## src/rtl/fp8_pkg.sv

```systemverilog
// Shared E3M4 / Q6.11 constants and the packed FP8 word used by the converter.
package fp8_pkg;

    localparam int unsigned EXP_W    = 3;
    localparam int unsigned MAN_W    = 4;
    localparam int unsigned EXP_BIAS = 3;
    localparam int unsigned Q_W      = 18;
    localparam int unsigned Q_FRAC   = 11;
    localparam int unsigned POS_W    = 5;
    localparam int unsigned FP8_W    = 1 + EXP_W + MAN_W;

    localparam logic [EXP_W+MAN_W-1:0] FP8_MAX_MAG = 7'h7F;

    // Leading-one index that maps to biased exponent 0; below it everything flushes.
    localparam int unsigned E_OFF   = Q_FRAC - EXP_BIAS;
    // First leading-one index whose exponent no longer fits in EXP_W bits.
    localparam int unsigned SAT_POS = E_OFF + (1 << EXP_W);

    typedef struct packed {
        logic             s;
        logic [EXP_W-1:0] e;
        logic [MAN_W-1:0] m;
    } e3m4_t;

    function automatic e3m4_t fp8_max(input logic s);
        return e3m4_t'({s, FP8_MAX_MAG});
    endfunction

endpackage

```

## src/rtl/lead_one_detect.sv

```systemverilog
// Priority encoder: index of the most significant set bit of an 18b magnitude.
module lead_one_detect
    import fp8_pkg::*;
(
    input  logic [Q_W-1:0]   a,
    output logic [POS_W-1:0] pos_c,
    output logic             nonzero_c
);

    always_comb begin
        pos_c     = '0;
        nonzero_c = 1'b0;
        for (int i = 0; i < int'(Q_W); i++) begin
            if (a[i]) begin
                pos_c     = POS_W'(i);
                nonzero_c = 1'b1;
            end
        end
    end

endmodule

```

## src/rtl/q6_11_to_e3m4_converter.sv

```systemverilog
// Signed Q6.11 -> FP8 E3M4 with round-to-nearest-even, flush-to-zero and saturation.
module q6_11_to_e3m4_converter
    import fp8_pkg::*;
#(
    parameter int unsigned PIPE_STAGES = 1
) (
    input  logic             clk,
    input  logic             rst_n,
    input  logic             in_valid,
    input  logic [Q_W-1:0]   q,
    output logic             out_valid,
    output logic [FP8_W-1:0] fp,
    output logic             is_zero,
    output logic             underflow,
    output logic             saturate
);

    localparam int unsigned EW1       = EXP_W + 1;
    localparam int unsigned MW1       = MAN_W + 1;
    localparam int unsigned GUARD_BIT = Q_W - 2 - MAN_W;

    // Stage A: sign/magnitude split and leading-one detect.
    logic             sign_a;
    logic [Q_W-1:0]   mag_a;
    logic [POS_W-1:0] pos_a;
    logic             nz_a;

    always_comb begin
        sign_a = q[Q_W-1];
        mag_a  = sign_a ? (~q + Q_W'(1)) : q;
    end

    lead_one_detect u_lod (
        .a         (mag_a),
        .pos_c     (pos_a),
        .nonzero_c (nz_a)
    );

    // Optional register between detect and round/pack.
    logic             v_b;
    logic             s_b;
    logic [Q_W-1:0]   mag_b;
    logic [POS_W-1:0] pos_b;
    logic             nz_b;

    if (PIPE_STAGES == 2) begin : g_pipe2
        always_ff @(posedge clk) begin
            if (!rst_n) begin
                v_b   <= 1'b0;
                s_b   <= 1'b0;
                mag_b <= '0;
                pos_b <= '0;
                nz_b  <= 1'b0;
            end else begin
                v_b <= in_valid;
                if (in_valid) begin
                    s_b   <= sign_a;
                    mag_b <= mag_a;
                    pos_b <= pos_a;
                    nz_b  <= nz_a;
                end
            end
        end
    end else begin : g_pipe1
        always_comb begin
            v_b   = in_valid;
            s_b   = sign_a;
            mag_b = mag_a;
            pos_b = pos_a;
            nz_b  = nz_a;
        end
    end

    // Stage B: normalise so the leading one sits at the MSB, then round and pack.
    logic [Q_W-1:0]       norm_c;
    logic                 unused_lead_c;
    logic [MAN_W-1:0]     man_c;
    logic                 guard_c;
    logic                 sticky_c;
    logic                 round_c;
    logic [MW1-1:0]       man_rnd_c;
    logic [EW1-1:0]       exp_c;
    e3m4_t                res_c;
    logic                 zero_c;
    logic                 uflow_c;
    logic                 sat_c;

    always_comb begin
        res_c   = '0;
        zero_c  = 1'b0;
        uflow_c = 1'b0;
        sat_c   = 1'b0;

        norm_c        = mag_b << (POS_W'(Q_W - 1) - pos_b);
        unused_lead_c = norm_c[Q_W-1];
        man_c         = norm_c[Q_W-2 -: MAN_W];
        guard_c       = norm_c[GUARD_BIT];
        sticky_c      = |norm_c[GUARD_BIT-1:0];
        round_c       = guard_c & (sticky_c | man_c[0]);
        man_rnd_c     = {1'b0, man_c} + MW1'(round_c);
        exp_c         = {1'b0, EXP_W'(pos_b - POS_W'(E_OFF))} + EW1'(man_rnd_c[MAN_W]);

        if (!nz_b) begin
            zero_c = 1'b1;
        end else if (pos_b <= POS_W'(E_OFF)) begin
            uflow_c = 1'b1;
        end else if (pos_b >= POS_W'(SAT_POS) || exp_c[EXP_W]) begin
            sat_c = 1'b1;
            res_c = fp8_max(s_b);
        end else begin
            res_c.s = s_b;
            res_c.e = exp_c[EXP_W-1:0];
            res_c.m = man_rnd_c[MAN_W-1:0];
        end
    end

    // Output register: results load only on valid samples and hold otherwise.
    always_ff @(posedge clk) begin
        if (!rst_n) begin
            out_valid <= 1'b0;
            fp        <= '0;
            is_zero   <= 1'b0;
            underflow <= 1'b0;
            saturate  <= 1'b0;
        end else begin
            out_valid <= v_b;
            if (v_b) begin
                fp        <= res_c;
                is_zero   <= zero_c;
                underflow <= uflow_c;
                saturate  <= sat_c;
            end
        end
    end

endmodule

```

## config.mk

```make
export PLATFORM = sky130hd
export DESIGN_NAME = q6_11_to_e3m4_converter
export DESIGN_NICKNAME = d
export VERILOG_FILES = /design/src/rtl/fp8_pkg.sv /design/src/rtl/lead_one_detect.sv /design/src/rtl/q6_11_to_e3m4_converter.sv
export SDC_FILE = /design/constraint.sdc
export NUM_CORES = 1
export LEC_CHECK = 0
export BUFFER_PORTS_ARGS = -buffer_cell sky130_fd_sc_hd__buf_2
export CAP_MARGIN = 10
export CORE_MARGIN = 10
export CORE_UTILIZATION = 25
export CTS_BUF_LIST = sky130_fd_sc_hd__clkbuf_8
export CTS_CLUSTER_DIAMETER = 50
export DETAILED_ROUTE_END_ITERATION = 16
export HOLD_SLACK_MARGIN = 0.05
export PLACE_DENSITY = 0.4
export REMOVE_ABC_BUFFERS = 1
export SLEW_MARGIN = 20
export SYNTH_ARGS = -nofsm -noshare
export SYNTH_HDL_FRONTEND = slang
export SYNTH_SLANG_ARGS = --single-unit
export TNS_END_PERCENT = 50
```

## constraint.sdc

```tcl
create_clock -name clk -period 15.2 [get_ports clk]
set_clock_uncertainty 0.1 [all_clocks]
set_input_delay 2.28 -clock clk [delete_from_list [all_inputs] [get_ports clk]]
set_output_delay 2.28 -clock clk [all_outputs]
set_load 0.02 [all_outputs]
```

Yosys cells after proc, flatten, opt, wreduce, memory -nomap -nowiden
Index checks and enable logic that the tools add are counted.
Storage, ports and cells
  bits in registers: 12
  input bits: 21
  output and inout bits: 12
  word-level logic and storage cells: 63
Operators by class
  add/subtract/negate cells: 5
  order comparisons: 2
  shift operators: 1
  muxes and demuxes: 45
  bitwise operators: 3
  reduce and logical (&&, ||, !) cells: 2
Operators by type and width (number)
  two-way mux 4 bit: 8
  two-way mux 1 bit: 25
  adder 18 x 1 -> 18 bit, second input constant: 1
  two-way mux 18 bit: 1
  NOT 18 bit: 1
  << shifter 18 x 5 -> 17 bit: 1
  two-way mux 8 bit: 2
  two-way mux 3 bit: 4
  OR reduction 12 bit: 1
  two-way mux 5 bit: 2
  two-way mux 7 bit: 1
  adder 4 x 1 -> 5 bit: 1
  >= comparator 5 bit, second input constant: 1
  less-or-equal comparator 5 x 4 -> 1 bit, second input constant: 1
  subtractor 5 bit, first input constant: 1
  adder 3 x 1 -> 4 bit: 1
  two-way mux 2 bit: 2
  subtractor 3 x 1 -> 3 bit, second input constant: 1
  bitwise AND 1 bit: 1
  logical OR 1 bit: 1
  OR 1 bit: 1

Depth between registers and ports, before layout
  depth in word-level cells: 31
  mapped depth: 28
  mapped depth without buffers: 24

Modules after synthesis
A second synthesis with hierarchy kept.
Unflattened totals
  cells, all modules: 348
  area total of the unflattened synthesis: 2463.6 sq um
By module, submodules not included
  q6_11_to_e3m4_converter: instances 1, cells each 317, area each 2282.2 sq um, seq. area each 240.2 sq um
  lead_one_detect: instances 1, cells each 31, area each 181.4 sq um, seq. area each 0.0 sq um

Worst setup path before layout
No wires, ideal clock.
  kind: input port to flip-flop
  start: input port q[0]
  end: register fp[3]
  library setup time: 79 ps
  arrival: 7061 ps
  data required time: 15021 ps
  setup slack: 7959 ps
  cell stages on the path: 27
  buffers on the path: 3
  cell sequence: clkbuf_1 -> inv_1 -> ha_1 -> or4b_4 -> buf_6 -> o2111a_1 -> nor3_1 -> a21oi_1 -> o211a_1 -> nor2_2 -> inv_2 -> buf_4 -> ha_1 -> xnor2_4 -> nor4_1 -> a2111oi_4 -> a221oi_4 -> nand2_1 -> nor2_1 -> ha_1 -> and3_1 -> ha_1 -> nand2_1 -> nand2_1 -> nor2_1 -> and4b_1 -> a211oi_2
On the way
  cells in the longest elaborated chain, start to end: 31
  elaborated cells between the ends (all ways): 52
  those cells by class: add/sub: 5; order compare: 2; shift: 1; mux: 39; bitwise: 3; reduce/logical: 2
Ends and longest elaborated chain
  from (decl): RTL line q6_11_to_e3m4_converter.sv:10  | input logic [Q_W-1:0] q,
  NOT 18 bit: RTL line q6_11_to_e3m4_converter.sv:30  | mag_a = sign_a ? (~q + Q_W'(1)) : q;
  adder 18 x 1 -> 18 bit: RTL line q6_11_to_e3m4_converter.sv:30
  two-way mux 18 bit *: RTL line q6_11_to_e3m4_converter.sv:30
  two-way mux 1 bit: RTL line lead_one_detect.sv:14  | if (a[i]) begin
  two-way mux 2 bit (2 in a row): RTL line lead_one_detect.sv:14
  two-way mux 3 bit (4 in a row): RTL line lead_one_detect.sv:14
  two-way mux 4 bit (8 in a row): RTL line lead_one_detect.sv:14
  two-way mux 5 bit (2 in a row): RTL line lead_one_detect.sv:14
  [3 not listed]
  OR 1 bit: RTL line q6_11_to_e3m4_converter.sv:99  | round_c = guard_c & (sticky_c | man_c[0]);
  bitwise AND 1 bit: RTL line q6_11_to_e3m4_converter.sv:99
  adder 4 x 1 -> 5 bit: RTL line q6_11_to_e3m4_converter.sv:100  | man_rnd_c = {1'b0, man_c} + MW1'(round_c);
  adder 3 x 1 -> 4 bit: RTL line q6_11_to_e3m4_converter.sv:101  | exp_c = {1'b0, EXP_W'(pos_b - POS_W'(E_OFF))} + EW1'(man_rnd_c[MAN_W]);
  logical OR 1 bit: RTL line q6_11_to_e3m4_converter.sv:107  | end else if (pos_b >= POS_W'(SAT_POS) || exp_c[EXP_W]) begin
  two-way mux 7 bit: RTL line q6_11_to_e3m4_converter.sv:107
  two-way mux 8 bit: RTL line q6_11_to_e3m4_converter.sv:105  | end else if (pos_b <= POS_W'(E_OFF)) begin
  two-way mux 8 bit *: RTL line q6_11_to_e3m4_converter.sv:103  | if (!nz_b) begin
  to (signal assigned): RTL line q6_11_to_e3m4_converter.sv:128  | fp <= res_c;
  to (decl): RTL line q6_11_to_e3m4_converter.sv:12  | output logic [FP8_W-1:0] fp,
Mark *: on every way between the ends. The rest lies on a longest branch, timed or not.
A chain may end at the register's enable or synchronous reset.

Worst setup path after layout
Same ends and word-level chain as after synthesis.

==> impl_metrics.ini <==
[synth]
yosysSeqAreaShare = 0.0848
ys_ff_latch = 12
synth_area_per_cell_sq_um = 7.38
ys_types = 93
netlist_area_sq_um = 2830
ys.warnings.count = 0
synth_top_cell_by_area = dfxtp_1
synth_edf_count = 0
yosys.area.top_type_share = 0.0848
ys.flop_type = dfxtp_1
synth_area_leaders = dfxtp_1 8.5%, a21oi_1 5.5%, o21ai_0 4.1%
synthArstFlopShare = 0
synth.most_common_cell = a21oi_1
synthTopCellsByCount = 31 x a21oi_1, 28 x nand2_1, 27 x nor2_1, 23 x o21ai_0, 20 x nor3_1
netlist_instances = 384

[grt]
grt_pass1_wl_um = 15800
antenna_found_initial = 0
grt.overflow.total = 0
grt_pass1_vias = 2896
grt_usage = 0.116
grt_max_degree = 30

[floorplan]
fp.dieH_um = 126
die_width_um = 126
row_count = 38
core_sq_um = 11000
ios = 33
start_util = 0.258
die-area_sq_um = 16000

[sta]
finalCritPeriodShare = 0.536
worstMarginPinSlew_ps = 883
setup_violations = 0
slew_headroom = 0.404
slew_violations = 0
tns_ps = 0
min_period_ps = 8140
rsz0062_at_grt = false
finalHoldViolCount = 0
max_freq_ghz = 0.123

[setup_path]
critPathSlowestCell = or4b_4
max_stage_delay_ps = 630
crit_fanout = 23
arrival_ps = 8200
reg2reg_depth = 4
critPathCaptureType = flip-flop
cp_data_required_time_ps = 15260
cp-start-kind = input pin
ff2ff_setup_slack_ps = 14060
worst-setup-path-type = input pin to flip-flop
critPathMostFrequentCell = ha_1

[power_and_ir_drop]
p_int_uw = 108
power_frac_comb = 0.667
seq_power_share = 0.171
p_sw_uw = 102
clkPwrFrac = 0.162
p_sw_frac = 0.485
cellLeakagePower_uw = 0.00107
peakVddDrop_uv = 53.9
p_per_area_nw_per_um2 = 68.3

[finish]
nets = 418
area_growth_pct = 8.75
diodes = 0
final_layout_size_suffix_gt1_frac = 0.203
final_cell_area_sq_um = 3080
fin_util = 0.280
num-fill-cells = 1193

[clocking]
cts_resized = 0
cts.clk_slew.worst_paths_ps = 50
clockRootBuffer = clkbuf_8
cts_max_level = 1
cts_inserted_buffers = 3
cts_hold_buf = 0
clock_latency_ps = 230
cts_buffer_depth = 2
cts_setup_buffers = 0
cts_tree = done
cts_sinks = 12

[drt]
routed_via_density = 5.80
routed-via-count = 3072
drt_iter0_drc = 279
ant_nets = 0
wl_per_cell_um = 18.2
drtPass1Iterations = 5
wl_um = 9640
drc_errors = 0

[placement]
port_buffers = 32
gp_congestion = 0.823
place_area_sq_um = 3030
hpwl_um = 7680

[worst_hold_path]
whs_path_depth = 2
hold_class = flip-flop to flip-flop

[job]
drv_cap = 0

[status]
status = finished, final reports clean
-- power groups by stage --
stage                     Combinational (uW)  Clock, uW  Sequential [uW]
after floorplan                         94.2          0             40.7
after global placement                   142          0             36.7
after detailed placement                 139          0             36.7
after CTS                                140       35.6             36.1
after global routing                     155       37.5             36.5
final                                    140       34.0             36.1
-- flip-flops by register name (all words and copies together) (netlist names) --
signal,flops
fp,8
is_zero,1
out_valid,1
saturate,1
underflow,1
-- cell type report --
cell class,count,area (sq um),area share
flip-flops and latches,12,240,0.0780
inverters,10,42.5,0.0138
repair buffers,33,168,0.0544
well taps,140,175,0.0569
clock buffers,4,55.1,0.0179
multi-input cells,331,2400,0.779
-- worst max-delay path: cells and delay by family --
kind	cells	cell delay (ps)
XOR/XNOR	2	660
AO/OA/AOI/OAI	4	1100
AND/OR/NAND/NOR	10	1880
multiplexers	1	440
adder cells (fa/ha/maj)	4	1020
buffers and inverters	4	780
-- stage by stage --
step                setup slack [ps]  total power (uW)  hold WS [ps]  std cells
floorplan                       7490               135           437        353
global placement                6960               179           353        526
detailed placement              6860               176           364        526
CTS                             7060               212           372        530
global route                    6490               229           403        530
finish                          7060               211           365        530
-- kinds of logic after synthesis --
group / share of synthesized area
DFF: 0.0848
muxes: 0.0340
xor gates and xnor gates: 0.0614
adders and majority gates: 0.0265
and+or+nand+nor: 0.304
AOI/OAI and AO/OA: 0.421
buffers and inverters: 0.0680
-- cells in the final DEF, fill, tap and decap left out, types with 4 or more instances in the layout --
cell type  netlist  final
buf_2            9     32
a21oi_1         31     31
nand2_1         28     28
nor2_1          27     27
o21ai_0         23     23
nor3_1          20     20
nor2b_1         12     12
dfxtp_1         12     12
xnor2_1          9      9
nor4_1           8      8
a211oi_1         8      8
inv_1            7      7
or3_1            6      6
o31ai_1          6      6
ha_1             6      6
or4_1            5      5
a21o_1           5      5
o21a_1           5      5
nand4_1          5      5
nand3_1          5      5
a21boi_0         5      5
mux2i_1          4      4
nand2b_1         4      4
a311oi_1         4      4
o21ai_1          4      4
xor2_1           4      4
clkbuf_8         0      4
-- worst paths after layout --
check | start | end
setup / recovery | q[0] | fp[3]
hold / removal | fp[2] | fp[2]
setup reg to reg | fp[3] | fp[3]
hold reg to reg | fp[2] | fp[2]
-- per-layer routing --
layer  wire [um]  up-vias  GRT usage
li1            -     1516          -
met1        4670     1446      0.165
met2        4520      102      0.185
met3         358        8    0.00833
met4          90        0     0.0208
met5           0        -          0
Note: power is estimated with default switching activity, not from simulation.
